### config.mk
export PLATFORM = sky130hd
export DESIGN_NAME = lsu_mem_ctrl
export DESIGN_NICKNAME = d
export VERILOG_FILES = /design/src/rtl/lsu_pkg.sv /design/src/rtl/lsu_load_ext.sv /design/src/rtl/lsu_mem_ctrl.sv
export SDC_FILE = /design/constraint.sdc
export NUM_CORES = 1
export LEC_CHECK = 0
export ABC_AREA = 0
export CAP_MARGIN = 20
export CORE_MARGIN = 2
export CORE_UTILIZATION = 47
export CTS_BUF_LIST = sky130_fd_sc_hd__clkbuf_8
export CTS_CLUSTER_SIZE = 28
export DETAILED_ROUTE_END_ITERATION = 12
export PLACE_DENSITY_LB_ADDON = 0.1
export REMOVE_ABC_BUFFERS = 1
export SKIP_CTS_REPAIR_TIMING = 1
export SLEW_MARGIN = 20
export SYNTH_ARGS = -nofsm -noshare
export SYNTH_HDL_FRONTEND = slang
export SYNTH_HIERARCHICAL = 1
export SYNTH_SLANG_ARGS = --single-unit
export TNS_END_PERCENT = 50
### constraint.sdc
create_clock -name clk_i -period 1.8 [get_ports clk_i]
set_input_delay 0.36 -clock clk_i [delete_from_list [all_inputs] [get_ports clk_i]]
set_output_delay 0.36 -clock clk_i [all_outputs]
set_load 0.05 [all_outputs]
### src/rtl/lsu_pkg.sv
// Shared types and helpers for the load/store unit.
//   size_e         : access size encoding as seen on req_size_i
//   state_e        : controller state encoding, with the St* constants below
//   is_misaligned  : alignment check for half/word accesses
package lsu_pkg;

  typedef enum logic [1:0] {
    SZ_B   = 2'b00,
    SZ_H   = 2'b01,
    SZ_W   = 2'b10,
    SZ_ILL = 2'b11
  } size_e;

  typedef logic [2:0] state_e;

  localparam state_e StIdle  = 3'd0;
  localparam state_e StLoad  = 3'd1;
  localparam state_e StRmwRd = 3'd2;
  localparam state_e StStore = 3'd3;
  localparam state_e StResp  = 3'd4;

  // Bytes need no alignment; the illegal size is reported separately.
  function automatic logic is_misaligned(size_e size, logic [1:0] addr_lo);
    logic mis;
    mis = 1'b0;
    case (size)
      SZ_H:    mis = addr_lo[0];
      SZ_W:    mis = (addr_lo != 2'b00);
      default: mis = 1'b0;
    endcase
    return mis;
  endfunction

endpackage

### src/rtl/lsu_load_ext.sv
// Load data extractor: picks the low byte/half/word of the RAM read window and
// sign- or zero-extends it to WIDTH.
//   rdata_i    : raw RAM read data (byte at the access address in [7:0])
//   size_i     : access size
//   unsigned_i : 1 = zero-extend, 0 = sign-extend (ignored for words)
//   ext_o      : extended result
module lsu_load_ext
  import lsu_pkg::*;
#(
  parameter int unsigned WIDTH = 32
) (
  input  logic [WIDTH-1:0] rdata_i,
  input  size_e            size_i,
  input  logic             unsigned_i,
  output logic [WIDTH-1:0] ext_o
);

  always_comb begin
    ext_o = rdata_i;
    case (size_i)
      SZ_B:    ext_o = {{(WIDTH-8){~unsigned_i & rdata_i[7]}}, rdata_i[7:0]};
      SZ_H:    ext_o = {{(WIDTH-16){~unsigned_i & rdata_i[15]}}, rdata_i[15:0]};
      default: ext_o = rdata_i;
    endcase
  end

endmodule

### src/rtl/lsu_mem_ctrl.sv
// Load/store controller between the CPU memory stage and the data RAM.
// The RAM reads a 4-byte window at mem_addr_o combinationally and always
// writes all 4 bytes, so SB/SH do a read-modify-write through merge_q.
//   clk_i, rst_ni        : clock, async active-low reset
//   req_*                : CPU request (valid/ready handshake, accepted in idle only)
//   resp_*               : one-cycle response pulse with load data / error flag
//   mem_*                : RAM port; outputs come from flops or state decode only
module lsu_mem_ctrl
  import lsu_pkg::*;
#(
  parameter int unsigned WIDTH  = 32,
  parameter int unsigned ADDR_W = 17
) (
  input  logic             clk_i,
  input  logic             rst_ni,
  input  logic             req_valid_i,
  output logic             req_ready_o,
  input  logic             req_we_i,
  input  logic [1:0]       req_size_i,
  input  logic             req_unsigned_i,
  input  logic [WIDTH-1:0] req_addr_i,
  input  logic [WIDTH-1:0] req_wdata_i,
  output logic             resp_valid_o,
  output logic [WIDTH-1:0] resp_rdata_o,
  output logic             resp_err_o,
  output logic             mem_we_o,
  output logic [WIDTH-1:0] mem_addr_o,
  output logic [WIDTH-1:0] mem_wdata_o,
  input  logic [WIDTH-1:0] mem_rdata_i
);

  state_e              state_q, state_d;
  logic [ADDR_W-1:0]   addr_q;
  size_e               size_q;
  logic                unsigned_q;
  logic [WIDTH-1:0]    wdata_q;
  logic [WIDTH-1:0]    merge_q;
  logic [WIDTH-1:0]    rdata_q;
  logic                err_q;

  size_e               req_size;
  logic                accept;
  logic                req_err;
  logic [WIDTH-1:0]    load_ext;
  logic [WIDTH-1:0]    merge_d;
  logic                unused_addr_hi;

  assign req_size       = size_e'(req_size_i);
  assign accept         = req_valid_i & req_ready_o;
  assign req_err        = (req_size == SZ_ILL) | is_misaligned(req_size, req_addr_i[1:0]);
  // Upper address bits are outside the RAM and intentionally dropped.
  assign unused_addr_hi = ^req_addr_i[WIDTH-1:ADDR_W];

  lsu_load_ext #(
    .WIDTH (WIDTH)
  ) u_load_ext (
    .rdata_i    (mem_rdata_i),
    .size_i     (size_q),
    .unsigned_i (unsigned_q),
    .ext_o      (load_ext)
  );

  // Only SB/SH reach the merge; anything else keeps the read data.
  always_comb begin
    merge_d = mem_rdata_i;
    if (size_q == SZ_B) begin
      merge_d = {mem_rdata_i[WIDTH-1:8], wdata_q[7:0]};
    end else if (size_q == SZ_H) begin
      merge_d = {mem_rdata_i[WIDTH-1:16], wdata_q[15:0]};
    end
  end

  always_comb begin
    state_d = state_q;
    case (state_q)
      StIdle: begin
        if (accept) begin
          if (req_err) begin
            state_d = StResp;
          end else if (!req_we_i) begin
            state_d = StLoad;
          end else if (req_size == SZ_W) begin
            state_d = StStore;
          end else begin
            state_d = StRmwRd;
          end
        end
      end
      StLoad:  state_d = StResp;
      StRmwRd: state_d = StStore;
      StStore: state_d = StResp;
      StResp:  state_d = StIdle;
      default: state_d = StIdle;
    endcase
  end

  always_ff @(posedge clk_i or negedge rst_ni) begin
    if (!rst_ni) begin
      state_q    <= StIdle;
      addr_q     <= '0;
      size_q     <= SZ_B;
      unsigned_q <= 1'b0;
      wdata_q    <= '0;
      merge_q    <= '0;
      rdata_q    <= '0;
      err_q      <= 1'b0;
    end else begin
      state_q <= state_d;
      if (accept) begin
        addr_q     <= req_addr_i[ADDR_W-1:0];
        size_q     <= req_size;
        unsigned_q <= req_unsigned_i;
        wdata_q    <= req_wdata_i;
        rdata_q    <= '0;
        err_q      <= req_err;
      end
      if (state_q == StLoad) begin
        rdata_q <= load_ext;
      end
      if (state_q == StRmwRd) begin
        merge_q <= merge_d;
      end
    end
  end

  assign req_ready_o  = (state_q == StIdle);
  assign resp_valid_o = (state_q == StResp);
  assign resp_err_o   = (state_q == StResp) & err_q;
  assign resp_rdata_o = (state_q == StResp) ? rdata_q : '0;

  assign mem_we_o    = (state_q == StStore);
  assign mem_addr_o  = {{(WIDTH-ADDR_W){1'b0}}, addr_q};
  assign mem_wdata_o = (state_q != StStore) ? '0 : ((size_q == SZ_W) ? wdata_q : merge_q);

endmodule

### After elaboration in Yosys (flattened, before gate mapping)

Index checks and enable logic that the tools add are counted.

* register bits after elaboration: 120
* output and inout bits: 100
* logic and storage cells: 44

* equal/unequal tests: 11
* multiplexer cells: 14
* bitwise gates (word level): 6
* reductions and logical operators: 5

Operators with widths (count)
* 32-bit two-way mux: 5
* 32-bit one-hot mux with 2 select lines: 1
* 16-bit two-way mux: 2
* 3-bit one-hot mux with 3 select lines: 1
* 2-bit equality test (second input constant): 3
* 3-bit by 2-bit equality test with 1-bit output (second input constant): 2
* 3-bit two-way mux: 2
* 1-bit AND: 4
* 2-bit by 1-bit equality test with 1-bit output (second input constant): 2
* 2-bit nonzero test: 2
* 3-bit by 1-bit equality test with 1-bit output (second input constant): 1
* 3-bit equality test (second input constant): 1
* 3-bit logical NOT: 1
* 3-bit by 2-bit inequality test with 1-bit output (second input constant): 1
* 2-bit logical NOT: 1
* 2-bit two-way mux: 1
* 2-bit by 1-bit inequality test with 1-bit output (second input constant): 1
* 1-bit one-hot mux with 2 select lines: 1
* 2-bit OR reduction: 1
* 1-bit two-way mux: 1
* 1-bit inverter: 1
* 1-bit OR: 1

### Longest topological paths before layout

* word-level depth: 6
* mapped depth: 6
* depth with buffers taken out: 5

### Cells and area by module

Netlist, hierarchy kept.

By module, submodules not included
* lsu_mem_ctrl: instances 1, cells an instance 480, area each 5547.8 µm²
* lsu_load_ext: instances 1, cells an instance 67, area each 355.3 µm²

### Least setup slack after synthesis

No wires, ideal clock.

* path type: register to output
* from: reg state_q[1]
* to: out resp_rdata_o[22]
* arrival: 1.910 ns
* data required time: 1.440 ns
* slack: -0.470 ns
* stages on the path, launching flop included: 5
* buffers on the path: 2
* path through: dfrtp_1 -> buf_2 -> nor3b_2 -> clkbuf_1 -> and2_1

* longest elaborated chain between the ends: 2

RTL lines
* start, declared: line lsu_mem_ctrl.sv:32 `state_e state_q, state_d;`
* start signal, assigned: line lsu_mem_ctrl.sv:99 `state_q <= StIdle;`
* start signal, assigned: line lsu_mem_ctrl.sv:108 `state_q <= state_d;`
* 3-bit equality test
* net resp_valid_o: line lsu_mem_ctrl.sv:23 `output logic resp_valid_o,`
* 32-bit two-way mux: line lsu_mem_ctrl.sv:129 `assign resp_rdata_o = (state_q == StResp) ? rdata_q : '0;`
* end, declared: line lsu_mem_ctrl.sv:24 `output logic [WIDTH-1:0] resp_rdata_o,`

The timed path passes the listed nets, and every way through them passes these cells.

### Worst setup path after layout

* from: reg state_q[1]
* to: out resp_rdata_o[22]

* longest elaborated chain between the ends: 2

RTL lines (line)
* 3-bit equality test: lsu_mem_ctrl.sv:129
* 32-bit two-way mux: lsu_mem_ctrl.sv:129

No other way between the ends.

==> reports/metrics.csv <==
stage,metric,value,unit
outcome,status,finished with violations,
outcome,violations,setup timing,
clock_tree,cts-root-buf,clkbuf_8,
worst_setup_path,crit_chain,nor3b_4 -> buf_6 -> and2_1 -> buf_12,
floorplanning,core-area,0.0121,mm^2
sta,setup_viol,68,
routing,drt_first_pass_iters,4,
worst_setup_path,required,1.44,ns
yosys,dominantRegCellSynth,dfrtp_1,
yosys,synth_most_common_cell,dfrtp_1,
power,power_density,1650,mW/mm^2
yosys,synth.avg_cell_area,10.8,um^2
routing,viasPerCell,5.25,
routing,vias,4737,
global_route,grt_pass1_wl,24.8,mm
sta,fin_ws,-0.307,ns
sta,slew_headroom,63.5,%
worst_setup_path,cpPeakStageDelay,0.49,ns
yosys,synth.top_cell.area_share,50.9,%
layout,drive_gt1_share,38.0,%
clock_tree,clkLatencyLatePin,0.42,ns
power,p_leak,4.00,nW
worst_setup_path,critPathArrivalTime,1.75,ns
yosys,yosys.area.top_type,dfrtp_1,
clock_tree,clockBufferDepth,2,
routing,drc_errors,0,
floorplanning,ioPinCount,203,
yosys,synth_seq_cells,120,
power,finalPower,15.0,mW
sta,rsz0062_at_grt,true,
yosys,synth_edf_count,0,
placed_design,port_buffers,172,
layout,layout.nets,831,
floorplanning,die_width,116,um
yosys,yosysWarnings,6,
global_route,grt_max_degree,43,
routing,wl_per_cell,17.6,um
layout,syn2layout_area_growth,54.0,%
sta,fin_crit_sh,117,%
worst_setup_path,crit_buf_inv,2,
clock_tree,clkSinkCount,120,
yosys,netlist_top_cells_count,"dfrtp_1, nand2_1, mux2_2",
flow_run,maxCapViolCount,0,
clock_tree,clk_pin_slew_worst_paths,0.07,ns
global_route,track_usage,24.2,%
sta,skew,0.00830,ns
worst_setup_path,cp_top_family,flip-flops,
placed_design,dp_hpwl,11.2,mm
layout,num_antenna_cells,0,
global_route,grt_pass1_vias,4889,
layout,fillerInstances,854,
global_route,grt-ovfl-total,0,
worst_setup_path,endpoint_kind,output port,
floorplanning,rows,40,
clock_tree,cts_tree,built,
yosys,ys_async_sr_fraction,100,%
clock_tree,htreeDepth,4,
sta,min_period,2.11,ns
worst_setup_path,startpoint,state_q[1]$_DFFE_PN0P_,
floorplanning,initial_core_util,48.7,%
worst_setup_path,cp_max_fo,19,
sta,max_freq,475,MHz
routing,routed_wl,15.9,mm
power,vdd_drop_max,1.22,mV
sta,whs,0.406,ns
worst_setup_path,crit_slowest_cell,dfrtp_2,
global_route,antenna_found_initial,0,
placed_design,gp_congestion,0.784,
sta,finalHoldViolations,0,
sta,drv_slew,0,
worst_setup_path,cp-start-kind,flop,
routing,drtAntennaViolNets,0,
floorplanning,dieArea,0.0135,mm^2
clock_tree,numCtsBuffers,17,
worst_setup_path,reg2reg_from,state_q[2]$_DFFE_PN0P_,
min_path,hold_path.class,in -> async,
routing,drt_iter0_markers,297,
yosys,syn_area,0.00590,mm^2
yosys,netlist_instances,547,
yosys,ys_types,33,
sta,worst_slew_pin_slew,0.548,ns
worst_setup_path,path_class,reg -> out,
yosys,synthTopCellsByArea,"dfrtp_1, mux2_2, nand2_1",
yosys,yosysSeqAreaShare,50.9,%
floorplanning,die_y,116,um
## layout by cell type, fill, tap and decap left out, types with 5 or more instances in the layout
cell	n
buf_12	77
a21oi_1	19
inv_1	6
a21oi_2	27
mux2i_1	16
a22o_1	32
and2_1	17
buf_4	41
nor2_1	18
dfrtp_1	116
and2_4	16
buf_6	6
mux2_2	64
clkdlybuf4s50_1	86
nand2_1	86
a21oi_4	5
clkbuf_8	21
o21ai_0	24
conb_1	15
## final cells by class
class                           instances  area (um^2)  share of cell area (%)
Clock inverter                          7         56.3                   0.619
Sequential cell                       120         3010                    33.1
Tap cell                              168          210                    2.31
Multi-Input combinational cell        371         2720                    30.0
Inverter                                4         17.5                   0.193
Timing Repair Buffer                  211         2790                    30.7
Clock buffer                           21          289                    3.18
## through the flow
stage,instances,TNS (ns),instance area (um^2),utilization [%],setup slack (ns)
3_5_place_dp,870,-15.38,8470,69.9,-0.305
6_report,902,-17.07,9090,75.1,-0.307
5_1_grt,902,-24.57,9090,75.1,-0.388
4_1_cts,898,-26.31,8810,72.8,-0.458
3_3_place_gp,870,-11.97,8470,69.9,-0.221
2_1_floorplan,495,-210.03,5510,-,-1.55
## state kept, by name, summed over array words and instances (netlist names)
name and cells:
wdata_q 32, err_q 1, size_q 2, unsigned_q 1
state_q 3, merge_q 32, addr_q 17, rdata_q 32
## per-layer routing
layer	global-route usage [%]	routed length (um)	vias up
li1	-	-	2186
met1	28.1	6120	2355
met4	8.97	291	0
met3	8.26	1200	26
met5	0	0	-
met2	41.7	8240	170
## cells by family after synthesis
kind of cell | synth area share [%]
fa+ha+maj | 0.636
compound gates | 11.7
flops | 50.9
buf+inv | 7.80
mux | 15.9
other cells | 0.0635
simple gates | 13.0
## report_power, final
| group | leakage [nW] | internal, mW | switching [mW] |
|---|---|---|---|
| combinational | 2.37 | 3.64 | 4.50 |
| sequential | 1.44 | 3.92 | 0.749 |
| clock | 0.193 | 1.18 | 0.980 |
## final timing paths
kind                       slack [ns]                       to  cells past startpoint
min in group clk_i               0.49  merge_q[30]$_DFFE_PN0P_                      1
setup / recovery                -0.31         resp_rdata_o[22]                      4
hold reg to reg                  0.49  merge_q[30]$_DFFE_PN0P_                      1
max in group asynchronous        0.78  wdata_q[16]$_DFFE_PN0P_                      3
hold / removal                   0.41   addr_q[12]$_DFFE_PN0P_                      2
setup reg to reg                 0.01  wdata_q[21]$_DFFE_PN0P_                      5
No activity file was read; power rests on OpenSTA's default activity.
